==> config.mk <==
export PLATFORM = sky130hd
export DESIGN_NAME = uart_rx
export DESIGN_NICKNAME = d
export VERILOG_FILES = /design/src/rtl/uart_rx.sv
export SDC_FILE = /design/constraint.sdc
export NUM_CORES = 1
export LEC_CHECK = 0
export CORE_MARGIN = 2
export CORE_UTILIZATION = 37
export DETAILED_ROUTE_END_ITERATION = 16
export HOLD_SLACK_MARGIN = 0.06
export PLACE_DENSITY = 0.69
export SYNTH_ARGS = -nofsm -noshare
export SYNTH_HDL_FRONTEND = slang
export SYNTH_SLANG_ARGS = --single-unit
==> constraint.sdc <==
create_clock -name clk -period 1.5 [get_ports clk]
set_input_delay 0.3 -clock clk [delete_from_list [all_inputs] [get_ports clk]]
set_output_delay 0.3 -clock clk [all_outputs]
set_load 0.03 [all_outputs]
==> src/rtl/uart_rx.sv <==
// uart_rx -- UART receiver with 16x oversampling.
//
// Receives LSB-first frames: one start bit, DBIT data bits, no parity, then
// a stop period of SB_TICK oversampling ticks. The start bit is qualified at
// its midpoint (8 ticks in). Each data bit is then sampled 16 ticks after
// the previous sample, which places every sample at the middle of its bit.
//
// Parameters
//   DBIT     data bits per frame (2..16)
//   SB_TICK  stop-period length in s_tick units (16 = 1, 24 = 1.5, 32 = 2 bits)
//
// Ports
//   clk           system clock, rising edge
//   reset_n       asynchronous active-low reset
//   rx            serial line, asynchronous to clk, idles high
//   s_tick        oversampling strobe, 16 per bit period, one clk wide
//   rx_dout       last received word, held until the next frame completes
//   rx_done_tick  one-cycle pulse marking a completed frame
//   frame_err     stop-bit check result for the frame flagged by rx_done_tick
//   dbg_state     current FSM state (0 IDLE, 1 START, 2 DATA, 3 STOP)
//
// Output protocol: rx_done_tick is a pure strobe with no backpressure. In the
// cycle it is high, rx_dout and frame_err describe that frame. Both then hold
// their values until the next strobe. A consumer that misses the strobe
// loses the frame.
module uart_rx #(
    parameter int DBIT    = 8,
    parameter int SB_TICK = 16
) (
    input  logic            clk,
    input  logic            reset_n,
    input  logic            rx,
    input  logic            s_tick,
    output logic [DBIT-1:0] rx_dout,
    output logic            rx_done_tick,
    output logic            frame_err,
    output logic [1:0]      dbg_state
);

    // The tick counter must hold both the 16-tick bit period and the stop period.
    localparam int S_MAX = (SB_TICK > 16) ? SB_TICK : 16;
    localparam int SW    = $clog2(S_MAX);
    localparam int NW    = $clog2(DBIT);

    typedef enum logic [1:0] {
        IDLE  = 2'd0,
        START = 2'd1,
        DATA  = 2'd2,
        STOP  = 2'd3
    } state_t;

    state_t          state_q, state_d;
    logic [SW-1:0]   s_q, s_d;
    logic [NW-1:0]   n_q, n_d;
    logic [DBIT-1:0] b_q, b_d;
    logic [DBIT-1:0] dout_d;
    logic            err_d;
    logic            done_d;

    // Two-flop synchronizer. Both flops reset high so that releasing reset
    // never produces a false falling edge.
    logic rx_meta, rx_s;

    always_ff @(posedge clk or negedge reset_n) begin
        if (!reset_n) begin
            rx_meta <= 1'b1;
            rx_s    <= 1'b1;
        end else begin
            rx_meta <= rx;
            rx_s    <= rx_meta;
        end
    end

    always_ff @(posedge clk or negedge reset_n) begin
        if (!reset_n) begin
            state_q      <= IDLE;
            s_q          <= '0;
            n_q          <= '0;
            b_q          <= '0;
            rx_dout      <= '0;
            rx_done_tick <= 1'b0;
            frame_err    <= 1'b0;
        end else begin
            state_q      <= state_d;
            s_q          <= s_d;
            n_q          <= n_d;
            b_q          <= b_d;
            rx_dout      <= dout_d;
            rx_done_tick <= done_d;
            frame_err    <= err_d;
        end
    end

    always_comb begin
        state_d = state_q;
        s_d     = s_q;
        n_d     = n_q;
        b_d     = b_q;
        dout_d  = rx_dout;
        err_d   = frame_err;
        done_d  = 1'b0;

        case (state_q)
            // Leaving IDLE does not wait for a tick. The start bit is
            // measured from the first tick seen in START.
            IDLE: begin
                if (!rx_s) begin
                    s_d     = '0;
                    state_d = START;
                end
            end

            START: begin
                if (s_tick) begin
                    if (s_q == SW'(7)) begin
                        if (!rx_s) begin
                            s_d     = '0;
                            n_d     = '0;
                            state_d = DATA;
                        end else begin
                            // The line went high again before the midpoint,
                            // so this was a glitch and no frame is reported.
                            state_d = IDLE;
                        end
                    end else begin
                        s_d = s_q + 1'b1;
                    end
                end
            end

            DATA: begin
                if (s_tick) begin
                    if (s_q == SW'(15)) begin
                        s_d = '0;
                        b_d = {rx_s, b_q[DBIT-1:1]};
                        if (n_q == NW'(DBIT - 1)) begin
                            state_d = STOP;
                        end else begin
                            n_d = n_q + 1'b1;
                        end
                    end else begin
                        s_d = s_q + 1'b1;
                    end
                end
            end

            STOP: begin
                if (s_tick) begin
                    if (s_q == SW'(SB_TICK - 1)) begin
                        dout_d  = b_q;
                        err_d   = ~rx_s;
                        done_d  = 1'b1;
                        state_d = IDLE;
                    end else begin
                        s_d = s_q + 1'b1;
                    end
                end
            end

            default: state_d = IDLE;
        endcase
    end

    assign dbg_state = state_q;

endmodule

# After elaboration in Yosys (flattened, before gate mapping)

Cells that the tools add are included.

Mux-type cells: 28
Equal/unequal tests: 17
$add $sub $neg: 2
Bitwise logic cells: 1
Reductions and logical operators: 7

Operator list:

| operator                                            | count |
|---|---|
| two-way mux 4 bit                                   | 7 |
| != test 2 bit, second input constant                | 11 |
| two-way mux 2 bit                                   | 9 |
| two-way mux 3 bit                                   | 6 |
| one-hot mux 4 bit (4 select lines)                  | 1 |
| one-hot mux 2 bit (4 select lines)                  | 1 |
| AND reduction 8 bit                                 | 1 |
| AND reduction 7 bit                                 | 1 |
| one-hot mux 3 bit (2 select lines)                  | 1 |
| AND reduction 3 bit                                 | 2 |
| adder 4 x 1 -> 4 bit, second input constant         | 1 |
| equality test 2 bit, second input constant          | 2 |
| equality test 4 x 3 -> 1 bit, second input constant | 1 |
| equality test 4 bit, second input constant          | 1 |
| AND reduction 4 bit                                 | 1 |
| adder 3 x 1 -> 3 bit, second input constant         | 1 |
| equality test 3 bit, second input constant          | 1 |
| two-way mux 1 bit                                   | 3 |
| equality test 2 x 1 -> 1 bit, second input constant | 1 |
| zero test 2 bit                                     | 1 |
| nonzero test 2 bit                                  | 1 |
| inverter 1 bit                                      | 1 |

Logic and storage cells: 64
Register bits: 29
Output and inout port bits: 12

# Longest topological paths before layout

Depth in word-level cells: 5
Gate-level depth with buffers: 6
Mapped depth without buffers: 6

# Least setup slack after synthesis

No wires, ideal clock.

Path kind: register -> register
Start: register state_q[0], in the netlist dbg_state[0]
End: register s_q[0]
Data arrival time: 1.525 ns
Setup time: 0.125 ns
Cell stages (with the launch flop): 6
Setup slack: -0.150 ns
Clock period less this slack: 1.650 ns
Cell sequence: dfrtp_1 buf_6 or3_4 a32oi_2 o41ai_1 mux2_4

Cells in the longest elaborated chain, start to end: 3
Elaborated cells between the ends (all ways): 10
Classes of those cells: eq/ne (7); mux (1); reduce/logical (2)

Ends and longest elaborated chain:

| item                                                                | line | source |
|---|---|---|
| start: declaration                                                  | 52   | `state_t state_q, state_d;` |
| start signal: assignment                                            | 84   | `state_q <= state_d;` |
| equality test 2 bit or equality test 2 x 1 -> 1 bit (tied branches) | 103  | `case (state_q)` |
| != test 2 bit (no source line)                                      | --   |  |
| AND reduction 4 bit (no source line)                                | --   |  |
| end signal: assignment                                              | 77   | `s_q <= '0;` |
| end signal: assignment                                              | 85   | `s_q <= s_d;` |
| end: declaration                                                    | 53   | `logic [SW-1:0] s_q, s_d;` |

Several ways; a longest one is shown, not always the timed one.
A chain may end at the register's enable or synchronous reset.

# Final worst setup path

Start: register s_q[1]
End: register s_q[0]

Cells in the longest elaborated chain, start to end: 4
Elaborated cells between the ends (all ways): 9
Classes of those cells: eq/ne (3); mux (5); reduce/logical (1)

Ends and longest elaborated chain:

| item                                                                | line |
|---|---|
| equality test 4 bit or equality test 4 x 3 -> 1 bit (tied branches) | 133, 149, 115 |
| two-way mux 4 bit, on equally long branches                         | 133, 115 |
| two-way mux 4 bit, on equally long branches                         | 132, 114 |
| one-hot mux 4 bit (4 select lines)                                  | 103 |

Several ways; a longest one is shown, not always the timed one. The select of a mux whose other input is x is not followed.

==> run metrics <==
run status finished with violations; failing checks setup timing; Vias 1074; Overflow after GRT 0; gr usage total 16.1%; Std-Cell Rows 22; H-tree depth 2; synth warn 0; endpoints failing setup 18; Clock Latency Late Sink 280 ps; Syn Std Cell Area 0.00141 sq mm; Setup crit end kind flip-flop; element type at the critical path start flip-flop; Synth area leader dfrtp_1; # diodes 0; area of the core 0.00366 sq mm; CTS Root Cell clkbuf_8; nets@finish 167; Worst Setup Slack, final -81.0 ps; layout filler cell count 299; post-synth top area share 47.9%; CTS Sinks 29; fin crit period 1580 ps; initial antenna violation count 0; vias in the first global route 1069; largest cells by area after synthesis dfrtp_1 (48%), mux2_4 (8.5%), mux2_1 (7.2%); Post-Syn Instances 115; final hold slack 358 ps; pwr dens 1590 mW/mm^2; setup TNS -608 ps; Min-Delay Path Class reg -> reg; Peak supply drop 0.961 mV; starting density of the core 38.6%; most frequent cell after synthesis dfrtp_1; DRC violations left 0; first-pass GRT wire length 5150 um; unique cell type count in the Yosys netlist 42; Die X 65.8 um; Arrival @ worst endpoint 1740 ps; CP max FO 4; Die H 65.8 um; Fin Clk Skew 2.02 ps; maximum number of pins on one net before global-route repair 30; Clock Path Buffers 2; DRT Pass-1 Iters 4; crit share post-route 105%; IO Port Bufs 15; Placer Congestion 0.865; Leakage 0.991 nW; non-filler cells, final 209; Area growth syn-to-layout 47.7%; placed cell count 193; # IOs 16; initial DRC count 30; die area 0.00432 sq mm; Num CTS Buffers 5; TritonCTS clock tree built; class of the most critical setup path reg -> reg; Post-synth EDFFs 0; ys async rst share 100%; relative slew slack 77.7%; top_reg_cell synth dfrtp_1; MaxCap Viol Count 0; CTS Hold Bufs 0; hpwl dp 2060 um; CTS clock-pin slew for the worst setup and hold paths 60 ps; register bit total from synthesis 29; layout cell share with drive strength beyond 1 50.3%; Antenna Nets Post-Route 0; Final Slew Violations 0; sequential fraction of the synthesis area 51.6%; Net Count, Synth 122; top cells by count, synth dfrtp_1 (27), mux2_1 (9), mux2_4 (8); DRT Wirelength 3010 um; syn_area_per_cell 12.3 sq um; Final Hold Viols 0; vias per cell 5.14; Worst Tran Pin Value 334 ps; unrepaired setup endpoints after global routing true; maximum clock frequency 0.632 GHz; critical path required time 1660 ps; wire per inst 14.4 um
==> power by group <==
part	switching (W)	internal (W)
sequential	0.000120	0.000914
combinational	0.000802	0.000869
clock	0.000294	0.000319
==> path summary, 6_finish.rpt <==
kind | from | end | slack, ps | cells past startpoint
worst max-delay path | s_q[1] | s_q[0] | -80 | 6
worst min register to register | rx_meta | rx_s | 360 | 0
max in group asynchronous | reset_n | rx_meta | 880 | 2
worst min-delay path | rx_meta | rx_s | 360 | 0
min in group asynchronous | reset_n | rx_dout[3] | 390 | 2
worst max register to register | s_q[1] | s_q[0] | -80 | 6
==> cell families after synthesis <==
kind of cell	share of synthesized area (%)
compound gates	11.2
simple gates	14.0
mux	16.4
fa+ha+maj	2.66
buf+inv	4.17
flops	51.6
==> registers in the layout, indices dropped and copies added, names as in the netlist, 3 cells and up, named ones only <==
signal,cells
rx_dout,8
b_q,8
n_q,3
s_q,4
==> cell usage in the layout (no fill, tap or decap), types with 2 or more instances in the layout <==
| master | synthesis | routed |
|---|---|---|
| buf_12 | 0 | 2 |
| nand2_1 | 7 | 7 |
| nand4_1 | 2 | 2 |
| nand3_1 | 5 | 4 |
| o21ai_1 | 3 | 5 |
| ha_4 | 0 | 2 |
| clkdlybuf4s50_1 | 0 | 3 |
| dfstp_2 | 2 | 2 |
| a211oi_2 | 0 | 2 |
| nand4b_1 | 2 | 2 |
| nor2_1 | 3 | 2 |
| inv_1 | 2 | 2 |
| dlygate4sd2_1 | 0 | 10 |
| dfrtp_1 | 27 | 25 |
| mux2_4 | 8 | 16 |
| dfrtp_2 | 0 | 2 |
| buf_6 | 1 | 7 |
| clkinv_2 | 0 | 2 |
| buf_4 | 1 | 24 |
| nor3_1 | 2 | 2 |
| clkbuf_8 | 0 | 5 |
| a21oi_1 | 2 | 2 |
==> stage by stage <==
step | util, % | instance area [sq um] | power [W] | setup slack (ps)
floorplan | - | 1480 | 0.00185 | -107
global placement | 50.0 | 1830 | 0.00226 | -184
detailed placement | 50.0 | 1830 | 0.00231 | -283
CTS | 53.7 | 1970 | 0.00308 | -53.8
global route | 56.9 | 2080 | 0.00355 | -119
finish | 56.9 | 2080 | 0.00332 | -81.0
==> cell type report <==
type	count	area, sq um	share of cell area (%)
Clock buffer	5	68.8	3.30
Clock inverter	3	17.5	0.840
Inverter	3	11.3	0.540
Multi-Input combinational cell	75	779	37.4
Sequential cell	29	731	35.1
Tap cell	48	60.1	2.88
Timing Repair Buffer	46	417	20.0
==> what timing repair did <==
item                                    CTS  global route
endpoints found under the setup margin   24            24
buffers inserted                          3             6
pin swaps                                 4            15
resized for setup                        17            18
==> critical path: stages (launching register included) <==
cell and delay, ps:
dfrtp_1 410, ha_4 180, buf_6 120, buf_6 120, a32oi_4 240, o41ai_4 130, mux2_4 270
==> layer usage <==
layer	track usage [%]	vias to the layer above	share of wire, %
li1	-	518	-
met1	19.8	528	44
met2	25.5	21	49
met3	4.97	7	4.0
met4	7.81	0	2.2
met5	0	-	0
(Power assumes the default switching activity.)
